<file path="src/rtl/bp_table_port_arbiter.sv">
// Port arbiter for the branch predictor's single-port 2-bit counter table: lookups vs. queued RMW updates.
// Optional store-to-load forwarding of the in-flight update is enabled by defining BP_ARB_FWD_EN.
module bp_table_port_arbiter #(
    parameter int unsigned IDX_W      = 6,
    parameter int unsigned FIFO_DEPTH = 4,
    parameter int unsigned STARVE_MAX = 8
) (
    input  logic             clk,
    input  logic             rst,
    input  logic             lk_valid,
    input  logic [IDX_W-1:0] lk_idx,
    output logic             lk_ready,
    output logic             lk_rvalid,
    output logic [1:0]       lk_ctr,
    input  logic             fb_valid,
    input  logic [IDX_W-1:0] fb_idx,
    input  logic             fb_taken,
    output logic             fb_ready,
    output logic             tbl_en,
    output logic             tbl_we,
    output logic [IDX_W-1:0] tbl_addr,
    output logic [1:0]       tbl_wdata,
    input  logic [1:0]       tbl_rdata
);

    localparam int unsigned PTR_W = $clog2(FIFO_DEPTH);
    localparam int unsigned CNT_W = PTR_W + 1;
    localparam int unsigned STV_W = $clog2(STARVE_MAX + 1);
    localparam logic [CNT_W-1:0] CNT_FULL   = CNT_W'(FIFO_DEPTH);
    localparam logic [STV_W-1:0] STARVE_LIM = STV_W'(STARVE_MAX);

    typedef enum logic [1:0] {
        S_IDLE,
        S_RD,
        S_RWAIT,
        S_WR
    } state_t;

    state_t                 state;
    logic [IDX_W-1:0]       q_idx [FIFO_DEPTH];
    logic [FIFO_DEPTH-1:0]  q_taken;
    logic [PTR_W-1:0]       wr_ptr;
    logic [PTR_W-1:0]       rd_ptr;
    logic [CNT_W-1:0]       count;
    logic [STV_W-1:0]       starve;
    logic [1:0]             new_ctr;
    logic [1:0]             ctr_hold;
    logic [1:0]             rd_val;

    logic                   upd_want;
    logic                   upd_force;
    logic                   lk_grant;
    logic                   upd_grant;
    logic                   push;
    logic                   pop;
    logic [IDX_W-1:0]       head_idx;
    logic                   head_taken;

    function automatic logic [1:0] sat_update(input logic [1:0] c, input logic taken);
        logic [1:0] r;
        r = c;
        if (taken) begin
            if (c != 2'b11) r = c + 2'd1;
        end else begin
            if (c != 2'b00) r = c - 2'd1;
        end
        return r;
    endfunction

    assign head_idx   = q_idx[rd_ptr];
    assign head_taken = q_taken[rd_ptr];

    // Arbitration: a starved update preempts lookups, otherwise lookups take the port first.
    assign upd_want  = (state == S_RD) || (state == S_WR);
    assign upd_force = upd_want && (starve == STARVE_LIM);
    assign lk_grant  = !rst && lk_valid && !upd_force;
    assign upd_grant = !rst && upd_want && !lk_grant;

    assign fb_ready = rst || (count != CNT_FULL);
    assign push     = !rst && fb_valid && (count != CNT_FULL);
    assign pop      = upd_grant && (state == S_WR);

    assign lk_ready  = lk_grant;
    assign tbl_en    = lk_grant || upd_grant;
    assign tbl_we    = pop;
    assign tbl_addr  = lk_grant ? lk_idx : head_idx;
    assign tbl_wdata = new_ctr;

`ifdef BP_ARB_FWD_EN
    logic fwd_hit;
    assign rd_val = fwd_hit ? new_ctr : tbl_rdata;
`else
    assign rd_val = tbl_rdata;
`endif

    // Between responses the last returned counter is held on lk_ctr.
    assign lk_ctr = lk_rvalid ? rd_val : ctr_hold;

    always_ff @(posedge clk) begin
        if (rst) begin
            state     <= S_IDLE;
            wr_ptr    <= '0;
            rd_ptr    <= '0;
            count     <= '0;
            starve    <= '0;
            new_ctr   <= '0;
            ctr_hold  <= 2'b01;
            lk_rvalid <= 1'b0;
`ifdef BP_ARB_FWD_EN
            fwd_hit   <= 1'b0;
`endif
        end else begin
            lk_rvalid <= lk_grant;
            if (lk_rvalid) ctr_hold <= lk_ctr;
`ifdef BP_ARB_FWD_EN
            fwd_hit <= lk_grant && ((state == S_RWAIT) || (state == S_WR)) && (lk_idx == head_idx);
`endif

            if (push) begin
                q_idx[wr_ptr]   <= fb_idx;
                q_taken[wr_ptr] <= fb_taken;
                wr_ptr          <= wr_ptr + 1'b1;
            end
            if (pop) rd_ptr <= rd_ptr + 1'b1;
            if (push && !pop)      count <= count + CNT_W'(1);
            else if (pop && !push) count <= count - CNT_W'(1);

            if (upd_grant)                           starve <= '0;
            else if (upd_want && starve != STARVE_LIM) starve <= starve + STV_W'(1);

            case (state)
                S_IDLE:  if (count != '0) state <= S_RD;
                S_RD:    if (upd_grant) state <= S_RWAIT;
                S_RWAIT: begin
                    new_ctr <= sat_update(tbl_rdata, head_taken);
                    state   <= S_WR;
                end
                S_WR:    if (upd_grant) state <= S_IDLE;
                default: state <= S_IDLE;
            endcase
        end
    end

endmodule

</file>
<file path="config.mk">
export PLATFORM = sky130hd
export DESIGN_NAME = bp_table_port_arbiter
export DESIGN_NICKNAME = d
export VERILOG_FILES = /design/src/rtl/bp_table_port_arbiter.sv
export SDC_FILE = /design/constraint.sdc
export NUM_CORES = 1
export LEC_CHECK = 0
export ABC_CLOCK_PERIOD_IN_PS = 2570
export BUFFER_PORTS_ARGS = -buffer_cell sky130_fd_sc_hd__clkbuf_2
export CORE_UTILIZATION = 35
export DETAILED_ROUTE_END_ITERATION = 10
export SYNTH_ARGS = -nofsm -noshare
export SYNTH_HDL_FRONTEND = slang
export SYNTH_SLANG_ARGS = --single-unit
</file>
<file path="constraint.sdc">
create_clock -name clk -period 2.57 [get_ports clk]
set_input_delay 0 -clock clk [delete_from_list [all_inputs] [get_ports clk]]
set_output_delay 0 -clock clk [all_outputs]
set_load 0.005 [all_outputs]
</file>
; ---- Word level (Yosys, flattened, before mapping)
; Memories as Yosys holds them, arrays and structs flattened. A register that Yosys moved wholly into a read port is not among the register bits.
; Cells that the tools add are included.
[totals]
ram_bits = 24
out_inout_bits = 15
ff_bits = 22
mem_count = 1
input_bits = 19
[op_classes]
n_bitwise = 1
addsub = 7
n_eq_ne = 10
order_cmp = 3
muxes = 21
reduce_logical = 27
[mem_list]
columns = name, words, word_bits, read_ports, rd_clocked_by_memory_dff, write_ports, line
row1 = q_idx, 4, 6, 1, 1, 1, 40  ; logic [IDX_W-1:0] q_idx [FIFO_DEPTH];
[ops]
columns = op, n
row1 = 2-bit two-way mux, 9
row2 = 1-bit logical AND, 12
row3 = 2-bit inequality test (second input constant), 4
row4 = 2-bit one-hot mux with 4 select lines, 1
row5 = 2-bit by 1-bit adder with 2-bit output (second input constant), 3
row6 = 2-bit by 3-bit < comparator with 1-bit output (second input constant), 2
row7 = 3-bit two-way mux, 2
row8 = 6-bit two-way mux, 1
row9 = 1-bit logical NOT, 5
row10 = 1-bit two-way mux, 5
row11 = 4-bit by 1-bit adder with 4-bit output (second input constant), 1
row12 = 4-bit bitwise mux, 1
row13 = 2-bit == test (second input constant), 2
row14 = 4-bit == test (second input constant), 1
row15 = 4-bit inequality test (second input constant), 1
row16 = 2-bit nonzero test, 2
row17 = 3-bit by 1-bit adder with 3-bit output (second input constant), 1
row18 = 1-bit logical OR, 3
row19 = 3-bit inequality test (second input constant), 1
row20 = 3-bit AND reduction, 1
row21 = 3-bit nonzero test, 1
row22 = 3-bit by 1-bit subtractor with 3-bit output (second input constant), 1
row23 = 1-bit binary-select mux with 2-bit select, 1
row24 = 1-bit demux with 2-bit select, 1
row25 = 7 further kinds, 7

; ---- Longest topological paths before layout
; Gate-level depths: netlist of run 1.
[depth]
ltp_word = 11
ltp_mapped = 11
mapped_depth_nobuf = 11

; ---- Least setup slack after synthesis of run 1
; No wires, ideal clock.
[synth_path]
path_kind = register -> register
start = register starve[0]
end = register count[2]
arrival_time_ns = 2.061
setup_time_ns = 0.070
synth_period_minus_slack_ns = 2.132
n_path_buf = 0
path_stages_with_launch = 12
slack_ns = 0.438
path_cell_list = dfxtp_1 > inv_1 > ha_1 > nand3b_4 > a21oi_2 > inv_1 > ha_1 > inv_1 > fa_1 > xor2_1 > or3_1 > a21oi_1
[synth_between]
elab_chain_len = 10
elab_cells_between_ends = 12
[synth_lines]
columns = item, line
row1 = start: declaration, 45  ; logic [STV_W-1:0] starve;
row2 = start signal: assignment, 129  ; else if (upd_want && starve != STARVE_LIM) starve <= starve + STV_W'(1);
row3 = 4-bit == test (*), 75  ; assign upd_force = upd_want && (starve == STARVE_LIM);
row4 = 1-bit logical AND (*), 75
row5 = 1-bit logical NOT (*), 76  ; assign lk_grant = !rst && lk_valid && !upd_force;
row6 = 1-bit logical AND (*), 76
row7 = 1-bit logical NOT (*), 77  ; assign upd_grant = !rst && upd_want && !lk_grant;
row8 = 1-bit logical AND (*), 77
row9 = 1-bit logical AND (*), 81  ; assign pop = upd_grant && (state == S_WR);
row10 = net tbl_we, 20  ; output logic tbl_we,
row11 = 1-bit logical NOT, 125  ; if (push && !pop) count <= count + CNT_W'(1);
row12 = 1-bit logical AND, 125
row13 = 3-bit two-way mux / 2-bit nonzero test (equally long branches), -
row14 = end signal: assignment, 125
row15 = end signal: assignment, 126  ; else if (pop && !push) count <= count - CNT_W'(1);
row16 = end: declaration, 44  ; logic [CNT_W-1:0] count;
; The timed path passes the listed nets; every way through them passes the cells marked *.
; A chain may end at the register's enable or synchronous reset.

; ---- Final worst setup path of run 1
[layout_path]
start = register starve[0]
end = register count[2]
[layout_between]
elab_chain_len = 10
elab_cells_between_ends = 12
[layout_lines]
columns = item, line
row1 = 4-bit == test (*), 75
row2 = 1-bit logical AND (*), 75
row3 = 1-bit logical NOT (*), 76
row4 = 1-bit logical AND (*), 76
row5 = 1-bit logical NOT (*), 77
row6 = 1-bit logical AND (*), 77
row7 = 1-bit logical AND (*), 81
row8 = 1-bit logical NOT, 125
row9 = 1-bit logical AND, 125
row10 = 3-bit two-way mux / 2-bit nonzero test (equally long branches), -
; Mark *: on every way between the ends. The rest lies on a longest branch, timed or not.

==> results.yml, run 1 <==
outcome:
  status: "complete, no violations"
clocking:
  cts.sinks: 48
  cts_made_buffers: 5
  tritoncts_clock_tree: "done"
  htree_levels: 2
  cts_setup_buffers: 0
  cts.clk_slew.worst_paths_ns: 0.08
  cts-root-to-sink-buffers: 2
  clkLatencyLatePin_ns: 0.29
  root_buffer: "clkbuf_8"
sta:
  slew_headroom_pct: 70.6
  finalSetupViolCount: 0
  final_worst_path_period_share_pct: 87.9
  fmax_mhz: 443
  final_hold_violation_count: 0
  worst_clock_skew_ns: 0.00486
  worst_slew_pin_slew_ns: 0.439
  final_critical_period_ns: 2.26
  final.setup.tns_ns: 0
  finalMaxSlewViolations: 0
  rsz_0062_raised_after_global_routing: "no"
yosys:
  synth_simple_gate_area_share_pct: 9.68
  synth_top_cells_by_count: "28 x edfxtp_1, 20 x dfxtp_1, 18 x nor2_1"
  synth-adder-area-share_pct: 7.79
  dominantRegCellSynth: "edfxtp_1"
  avgSynthCellArea_sq_um: 13.9
  synth_seq_cells: 48
  yosys.cell_types.count: 35
  share_of_the_synthesized_area_in_compound_gates_ao_oa_aoi_oai_pct: 6.53
  synth_top_cell_by_area: "edfxtp_1"
  synth_edf_count: 28
  post-synth-top-count-cell: "edfxtp_1"
  synth_mux_area_share_pct: 14.7
  yosysSeqAreaShare_pct: 56.8
  post_synth_arst_share_pct: 0
  post_synth_xor_area_fraction_pct: 1.60
  synthesis.instances: 157
  synth_top_family_by_area: "multiplexers"
  yosys_warnings: 0
  netlist_area_sq_mm: 0.00218
  mappedNetlistNets: 189
  synth.area.top_cells: "edfxtp_1 38%, dfxtp_1 18%, mux4_2 7.2%"
  yosys.area.top_type_share_pct: 38.5
final_layout:
  num-fill-cells: 556
  register_area_sq_mm: 0.00124
  antenna-diode-count: 0
  multi_input_area_sq_um: 880
  drive_above_1_share_pct: 30.0
  areaGrowthSynthToFinish_pct: 18.7
  final_nets: 235
job:
  max_cap_violations: 0
drt:
  drt-vias-per-instance: 4.68
  drcViolationCount: 0
  wl_per_cell_um: 13.4
  drt.antenna.violating_nets: 0
  via_count: 1301
  drt_wl_total_um: 3720
  drt_pass1_iterations: 4
  drt_iter0_markers: 76
global_routing:
  all_layer_gr_usage_pct: 12.7
  gr_peak_layer: "met2"
  grt_max_degree: 15
  grtUsageMet2_pct: 20.4
  antenna_found_initial: 0
  grt.met3_usage_pct: 4.04
  grt_first_pass_wirelength_um: 6040
  grt_pass1_vias: 1290
  global_route.usage.met1_pct: 16.0
  gr-total-overflow: 0
die:
  floorplan.die_area_sq_mm: 0.00656
  design.portCount: 34
  die_h_um: 81.0
  floorplan.initialDensity_pct: 36.7
  die_w_um: 81.0
  fp.coreArea_sq_mm: 0.00596
  num_rows: 28
min_path:
  timing.hold.worst.start: "tbl_rdata[1]"
  min_to: "tbl_wdata[1]$_SDFFE_PP0P_"
  min_path_cells: 3
  holdCritPathClass: "in -> reg"
worst_setup_path:
  crit_type: "reg -> reg"
  cpPeakStageDelay_ns: 0.38
  cp_common_cell: "inv_1"
  worst_ep_required_time_ns: 2.80
  critical_path.max_fanout: 4
  cpMaxStageDelayCell: "dfxtp_1"
  worstPathCellList: "inv_1, ha_1, nand3b_4, a21oi_2, inv_1, ha_1, inv_1, fa_1, xor2_1, or3_1, a21oi_1"
  crit-reg2reg-capture: "count[2]$_SDFFE_PP0P_"
  r2r_cells: 11
  worst_r2r_startpoint: "starve[0]$_SDFFE_PP0P_"
  setup.worst_path.end_class: "flip-flop"
  worstPathBufferInverterCount: 3
  crit_arrival_ns: 2.49
  critPathTopFamily: "adder cells"
  start_kind: "flip-flop"
  setup.reg_to_reg.worst_slack_ns: 0.31
placement:
  count_of_buffers_inserted_at_the_top_level_ports: 33
  final_weighted_congestion_in_routability_driven_placement: 0.784
  dp_hpwl_um: 2670
pwr:
  p_int_mw: 1.25
  comb_power_share_pct: 22.8
  total_power_mw: 1.75
  clkPwrFrac_pct: 24.1
  power.share.sequential_pct: 53.1
  p_leak_nw: 1.02
  vdd_ir_drop_max_v: 0.000261
  power.net_switching_mw: 0.500
  power-per-cell-area_mw_per_mm2: 676
  p_sw_share_pct: 28.5
[stage by stage]
stage               std cells  hold slack (ns)  util [%]  instance area [sq um]  worst slack [ns]
global route              278           0.0270      43.6                   2590             0.154
floorplan                 157           0.0563         -                   2180             0.438
global placement          263            0.222      40.8                   2430             0.380
finish                    278          0.00325      43.6                   2590             0.311
CTS                       278         0.000886      43.6                   2590             0.303
detailed placement        263            0.231      40.8                   2430             0.312
[cells in the final DEF, fill, tap and decap left out, types with 2 or more instances in the layout]
master and n:
and2_1 5, nor2_1 18, inv_1 12, o21ai_0 2, nand2b_1 3, o21ai_1 2, clkbuf_8 5, nand2_1 3
nor2b_1 3, mux2i_1 5, ha_1 12, mux4_2 7, clkbuf_2 33, edfxtp_1 28, dlygate4sd3_1 8, xnor2_1 2
xor2_1 2, nand3_1 2, a21oi_1 2, or2_2 2, dfxtp_1 20, mux2_4 6, mux2_2 2, a311oi_1 3
nand3b_1 2
[timing repair]
action                    4_1_cts  5_1_grt
hold endpoints to repair       29        0
resized for setup               0        0
hold buffers                    8        0
[routing by layer]
metal  routed length, um  vias to the layer above
met1                1780                      618
li1                    -                      656
met5                   0                        -
met4                  34                        0
met3                 121                        4
met2                1780                       23
[layout make-up]
cell class,instances,area share (%)
tap,75,3.62
multi-input combinational,94,33.9
sequential,48,47.9
clock buffer,5,2.65
timing repair buffer,42,9.74
inverter,12,1.74
clock inverter,2,0.482
[cells by family after synthesis]
logic type,count (synthesis)
adder cells (fa/ha/maj),13
flip-flops,48
XOR/XNOR,4
AO/OA/AOI/OAI,17
AND/OR/NAND/NOR,40
buffers and inverters,15
multiplexers,20
[worst min-delay path: stages]
cell      delay (ns)
clkbuf_2        0.11
nand2_1         0.06
a311oi_1        0.08
[flip-flops by register name, summed over array words and instances, names as in the netlist, named ones only]
name       cells
q_idx         24
q_taken        4
starve         4
count          3
ctr_hold       2
rd_ptr         2
state          2
tbl_wdata      2
wr_ptr         2
lk_rvalid      1
[worst max path at each step]
stage / startpoint / endpoint / slack [ns] / cells after the start
floorplan: starve[0]$_SDFFE_PP0P_ / count[2]$_SDFFE_PP0P_ / 0.44 / 11
global placement: starve[0]$_SDFFE_PP0P_ / count[2]$_SDFFE_PP0P_ / 0.38 / 11
detailed placement: starve[0]$_SDFFE_PP0P_ / count[2]$_SDFFE_PP0P_ / 0.31 / 11
CTS: starve[0]$_SDFFE_PP0P_ / count[2]$_SDFFE_PP0P_ / 0.30 / 11
global route: starve[0]$_SDFFE_PP0P_ / count[2]$_SDFFE_PP0P_ / 0.15 / 11
finish: starve[0]$_SDFFE_PP0P_ / count[2]$_SDFFE_PP0P_ / 0.31 / 11
[power groups by stage]
stage | sequential, mW | clock [mW] | combinational (mW)
after global routing | 0.940 | 0.466 | 0.456
after detailed placement | 0.949 | 0 | 0.393
final | 0.930 | 0.423 | 0.400
after global placement | 0.945 | 0 | 0.391
after CTS | 0.931 | 0.435 | 0.408
after floorplan | 0.936 | 0 | 0.286
Note: power is estimated with default switching activity, not from simulation.
==> run 2, diff against run 1 <==
--- a/config.mk
+++ b/config.mk
@@ -7,8 +7,9 @@
 export LEC_CHECK = 0
 export ABC_CLOCK_PERIOD_IN_PS = 2570
 export BUFFER_PORTS_ARGS = -buffer_cell sky130_fd_sc_hd__clkbuf_2
-export CORE_UTILIZATION = 35
+export CORE_UTILIZATION = 56
 export DETAILED_ROUTE_END_ITERATION = 10
+export PLACE_DENSITY = 0.85
 export SYNTH_ARGS = -nofsm -noshare
 export SYNTH_HDL_FRONTEND = slang
 export SYNTH_SLANG_ARGS = --single-unit
==> run 2 against run 1 <==
Against the previous run: critical path type unchanged; sequential power up 0.4%; via count is 5.5% higher; register-to-register slack worse by 0.11 ns.
==> results.yml, run 2 (synthesis gave the netlist of run 1 again) <==
outcome:
  status: "complete, no violations"
final_layout:
  register_area_sq_mm: 0.00124
  largestRegisters: "q_idx: 24 flops, q_taken: 4 flops, starve: 4 flops"
  areaGrowthSynthToFinish_pct: 17.4
  utilization_pct: 69.5
  multi_input_area_sq_um: 880
  drive_above_1_share_pct: 30.4
  final_nets: 235
  num-fill-cells: 269
  layoutNonFillerInstCount: 252
  finish.instance_area_sq_mm: 0.00256
  final_common_cell: "clkbuf_2"
  final_cell_mix: "33 x clkbuf_2, 28 x edfxtp_1, 20 x dfxtp_1"
  largest_register: "q_idx"
  largest_register_ff_count: 24
  antenna-diode-count: 0
die:
  die_w_um: 64.5
  num_rows: 22
  fp.coreArea_sq_mm: 0.00369
  die_h_um: 64.5
  floorplan.initialDensity_pct: 59.2
  design.portCount: 34
  floorplan.die_area_sq_mm: 0.00416
placement:
  dp_hpwl_um: 2870
  dpl.cell_count: 236
  final_weighted_congestion_in_routability_driven_placement: 0.751
  count_of_buffers_inserted_at_the_top_level_ports: 33
  place_worst_setup_slack_ns: 0.219
  postPlaceCellArea_sq_mm: 0.00240
global_routing:
  all_layer_gr_usage_pct: 22.7
  gr-total-overflow: 0
  grt_first_pass_wirelength_um: 6840
  grt_max_degree: 16
  grt_pass1_vias: 1480
  antenna_found_initial: 0
sta:
  fin_ws_ns: 0.205
  rsz_0062_raised_after_global_routing: "no"
  finalMaxSlewViolations: 0
  finalSetupViolCount: 0
  final_critical_period_ns: 2.37
  worst_slew_pin_slew_ns: 0.406
  fmax_mhz: 423
  final.setup.tns_ns: 0
  slew_headroom_pct: 72.8
  final_hold_violation_count: 0
  final_worst_path_period_share_pct: 92.0
  worst_clock_skew_ns: 0.00739
drt:
  via_count: 1373
  drt_iter0_markers: 80
  drt_wl_total_um: 4020
  drt-vias-per-instance: 5.45
  wl_per_cell_um: 16.0
  drt_pass1_iterations: 4
  drcViolationCount: 0
  drt.antenna.violating_nets: 0
clocking:
  htree_levels: 2
  cts_made_buffers: 5
  cts.sinks: 48
  tritoncts_clock_tree: "done"
  clkLatencyLatePin_ns: 0.31
  postCtsResizedCells: 0
  root_buffer: "clkbuf_8"
  cts.clk_slew.worst_paths_ns: 0.08
  cts-root-to-sink-buffers: 2
min_path:
  holdCritPathClass: "in -> reg"
  min_path_cells: 3
  min_to: "tbl_wdata[1]$_SDFFE_PP0P_"
  timing.hold.worst.start: "tbl_rdata[0]"
pwr:
  power-per-cell-area_mw_per_mm2: 699
  p_leak_nw: 1.03
  vdd_ir_drop_max_v: 0.000437
worst_setup_path:
  cp_common_cell: "inv_1"
  crit_type: "reg -> reg"
  setup.reg_to_reg.worst_slack_ns: 0.20
  critical_path.max_fanout: 4
  setup.worst_path.end_class: "flip-flop"
  cpPeakStageDelay_ns: 0.38
  crit-reg2reg-capture: "count[2]$_SDFFE_PP0P_"
  worst_ep_required_time_ns: 2.80
  cpMaxStageDelayCell: "dfxtp_1"
  worst_r2r_startpoint: "starve[0]$_SDFFE_PP0P_"
  crit_arrival_ns: 2.60
  worstPathCellList: "inv_1, ha_1, nand3b_4, a21oi_2, inv_1, ha_1, inv_1, fa_1, xor2_1, or3_1, a21oi_1"
  r2r_cells: 11
  start_kind: "flip-flop"
job:
  max_cap_violations: 0
## run 2: worst max path at each step
| stage | cells after the start | to | startpoint |
|---|---|---|---|
| after floorplan | 11 | count[2]$_SDFFE_PP0P_ | starve[0]$_SDFFE_PP0P_ |
| after global placement | 11 | count[2]$_SDFFE_PP0P_ | starve[0]$_SDFFE_PP0P_ |
| after detailed placement | 11 | count[2]$_SDFFE_PP0P_ | starve[0]$_SDFFE_PP0P_ |
| after CTS | 11 | count[2]$_SDFFE_PP0P_ | starve[0]$_SDFFE_PP0P_ |
| after global routing | 11 | count[2]$_SDFFE_PP0P_ | starve[0]$_SDFFE_PP0P_ |
| final | 11 | count[2]$_SDFFE_PP0P_ | starve[0]$_SDFFE_PP0P_ |
## run 2: cell type report
type                       count  share of cell area, %
tap                           48                   2.34
clock inverter                 3                  0.683
clock buffer                   5                   2.68
timing repair buffer          42                   9.85
multi-input combinational     94                   34.3
inverter                      12                   1.76
sequential                    48                   48.4
## run 2: timing repair
action	4_1_cts	5_1_grt
buffers inserted	0	0
hold endpoints to repair	30	0
hold buffers	8	0
setup endpoints to repair	0	0
## run 2: report_power, final
part	leakage [nW]	internal [mW]	switching (mW)
registers	0.417	0.879	0.0553
logic	0.566	0.191	0.228
clock network	0.0460	0.190	0.249
## run 2: critical path, delay by kind of cell (launching register included)
kind / cells / cell delay (ns)
fa+ha+maj: 3 / 0.81
simple gates: 2 / 0.44
flops: 1 / 0.38
compound gates: 2 / 0.25
buf+inv: 3 / 0.24
xor+xnor: 1 / 0.17
## run 2: through the flow
| stage | power (mW) | hold slack, ns |
|---|---|---|
| after global routing | 1.89 | 0.0305 |
| after detailed placement | 1.36 | 0.223 |
| after floorplan | 1.22 | 0.0563 |
| after CTS | 1.80 | 0.00542 |
| after global placement | 1.31 | 0.213 |
| final | 1.79 | 0.0223 |
## run 2: per-layer routing
metal / track usage, % / routed length, um
met1: 25.5 / 1650
met5: 0 / 0
met2: 40.5 / 2160
met3: 5.99 / 151
met4: 9.44 / 57
==> run 3, diff against run 2 <==
--- a/config.mk
+++ b/config.mk
@@ -10,6 +10,7 @@
 export CORE_UTILIZATION = 56
 export DETAILED_ROUTE_END_ITERATION = 10
 export PLACE_DENSITY = 0.85
+export REMOVE_ABC_BUFFERS = 1
 export SYNTH_ARGS = -nofsm -noshare
 export SYNTH_HDL_FRONTEND = slang
 export SYNTH_SLANG_ARGS = --single-unit
==> run 3 against run 2 <==
Against the previous run: count of clock-buffer cells in the layout up 1; clock skew down 0.0016 ns; cell area about the same; sequential power about the same; setup slack better by 0.023 ns; via count down 0.51%; first-iteration DRC count down 15%; critical path type unchanged; largest power group unchanged.
==> results.yml, run 3 (synthesis gave the netlist of run 1 again) <==
placement:
  final_weighted_congestion_in_routability_driven_placement: 0.758
  postPlaceCellArea_sq_mm: 0.00239
  place_worst_setup_slack_ns: 0.237
  dpl.cell_count: 235
  dp_hpwl_um: 2870
  count_of_buffers_inserted_at_the_top_level_ports: 33
die:
  num_rows: 22
  floorplan.initialDensity_pct: 59.2
  design.portCount: 34
  die_w_um: 64.5
  die_h_um: 64.5
  floorplan.die_area_sq_mm: 0.00416
  fp.coreArea_sq_mm: 0.00369
final_layout:
  largest_register: "q_idx"
  num-fill-cells: 260
  finish.instance_area_sq_mm: 0.00256
  final_nets: 234
  largest_register_ff_count: 24
  antenna-diode-count: 0
  layoutNonFillerInstCount: 251
  register_area_sq_mm: 0.00124
  utilization_pct: 69.5
  drive_above_1_share_pct: 30.5
  areaGrowthSynthToFinish_pct: 17.4
  final_cell_mix: "33 x clkbuf_2, 28 x edfxtp_1, 20 x dfxtp_1"
  multi_input_area_sq_um: 880
  largestRegisters: "q_idx: 24 flops, q_taken: 4 flops, starve: 4 flops"
  final_common_cell: "clkbuf_2"
worst_setup_path:
  crit_type: "reg -> reg"
  setup.reg_to_reg.worst_slack_ns: 0.23
  critical_path.max_fanout: 4
  worst_ep_required_time_ns: 2.79
  r2r_cells: 11
  worst_r2r_startpoint: "starve[0]$_SDFFE_PP0P_"
  crit_arrival_ns: 2.56
  start_kind: "flip-flop"
  crit-reg2reg-capture: "count[2]$_SDFFE_PP0P_"
  setup.worst_path.end_class: "flip-flop"
global_routing:
  antenna_found_initial: 0
  grt_pass1_vias: 1454
  all_layer_gr_usage_pct: 21.5
  grt_first_pass_wirelength_um: 6590
  grt_max_degree: 24
  gr-total-overflow: 0
pwr:
  power.share.sequential_pct: 51.8
  p_int_mw: 1.28
  comb_power_share_pct: 23.4
  vdd_ir_drop_max_v: 0.000413
  power-per-cell-area_mw_per_mm2: 702
  p_leak_nw: 1.03
  clkPwrFrac_pct: 24.8
  power.net_switching_mw: 0.515
  p_sw_share_pct: 28.6
drt:
  via_count: 1366
  wl_per_cell_um: 15.8
  drcViolationCount: 0
  drt_wl_total_um: 3950
  drt.antenna.violating_nets: 0
  drt_pass1_iterations: 4
  drt-vias-per-instance: 5.44
  drt_iter0_markers: 68
min_path:
  holdCritPathClass: "in -> reg"
  timing.hold.worst.start: "tbl_rdata[1]"
  min_to: "tbl_wdata[1]$_SDFFE_PP0P_"
  min_path_cells: 3
outcome:
  status: "complete, no violations"
sta:
  fmax_mhz: 427
  worst_slew_pin_slew_ns: 0.450
  fin_ws_ns: 0.228
  slew_headroom_pct: 70.0
  worst_clock_skew_ns: 0.00578
  final_worst_path_period_share_pct: 91.1
  final_hold_violation_count: 0
  finalSetupViolCount: 0
  finalMaxSlewViolations: 0
  rsz_0062_raised_after_global_routing: "no"
  final_critical_period_ns: 2.34
  final.setup.tns_ns: 0
clocking:
  clkLatencyLatePin_ns: 0.29
  cts_setup_buffers: 0
  htree_levels: 2
  root_buffer: "clkbuf_8"
  cts_hold_repair.buffers: 8
  cts-root-to-sink-buffers: 2
  cts.clk_slew.worst_paths_ns: 0.08
  cts.sinks: 48
  tritoncts_clock_tree: "done"
  cts_made_buffers: 5
  postCtsResizedCells: 0
job:
  max_cap_violations: 0
run 3: cell count changes in the layout (fill, tap and decap cells not counted):
| cell | delta |
|---|---|
| clkbuf_8 | +1 |
| inv_6 | -1 |
| buf_4 | -1 |
| clkinv_2 | +1 |
| clkinv_1 | -1 |
run 3: worst max path at each step:
stage	startpoint	end	slack, ns	cells after the start
after floorplan	starve[0]$_SDFFE_PP0P_	count[2]$_SDFFE_PP0P_	0.44	11
after global placement	starve[0]$_SDFFE_PP0P_	count[2]$_SDFFE_PP0P_	0.40	11
after detailed placement	starve[0]$_SDFFE_PP0P_	count[2]$_SDFFE_PP0P_	0.24	11
after CTS	starve[0]$_SDFFE_PP0P_	count[2]$_SDFFE_PP0P_	0.22	11
after global routing	starve[0]$_SDFFE_PP0P_	count[2]$_SDFFE_PP0P_	0.06	11
final	starve[0]$_SDFFE_PP0P_	count[2]$_SDFFE_PP0P_	0.23	11
run 3: through the flow:
| step | hold slack, ns | total power [mW] |
|---|---|---|
| finish | 0.0228 | 1.80 |
| global route | 0.0192 | 1.90 |
| floorplan | 0.0311 | 1.22 |
| detailed placement | 0.220 | 1.35 |
| global placement | 0.213 | 1.31 |
| CTS | 0.0182 | 1.81 |
run 3: final cells by class:
cell class	count	share of cell area [%]
clock inverter	2	0.390
tap	48	2.34
multi-input combinational	94	34.3
timing repair buffer	41	9.57
sequential	48	48.4
clock buffer	6	3.22
inverter	12	1.76
run 3: power by group through the flow:
stage	combinational (mW)	clock, mW	sequential [mW]
floorplan	0.279	0	0.938
global placement	0.367	0	0.939
detailed placement	0.403	0	0.951
CTS	0.420	0.455	0.934
global route	0.471	0.491	0.940
finish	0.422	0.446	0.932
run 3: critical path: stages, from the launching register on:
cell and delay, ns:
dfxtp_1 0.38, inv_1 0.09, ha_1 0.24, nand3b_4 0.12, a21oi_2 0.10, inv_1 0.07, ha_1 0.19, inv_1 0.07
fa_1 0.37, xor2_1 0.18, or3_1 0.30, a21oi_1 0.15
run 3: layer usage:
layer / GRT usage, % / routed length [um]
met1: 23.6 / 1640
met2: 38.2 / 2050
met3: 6.34 / 212
met4: 9.44 / 59
met5: 0 / 0
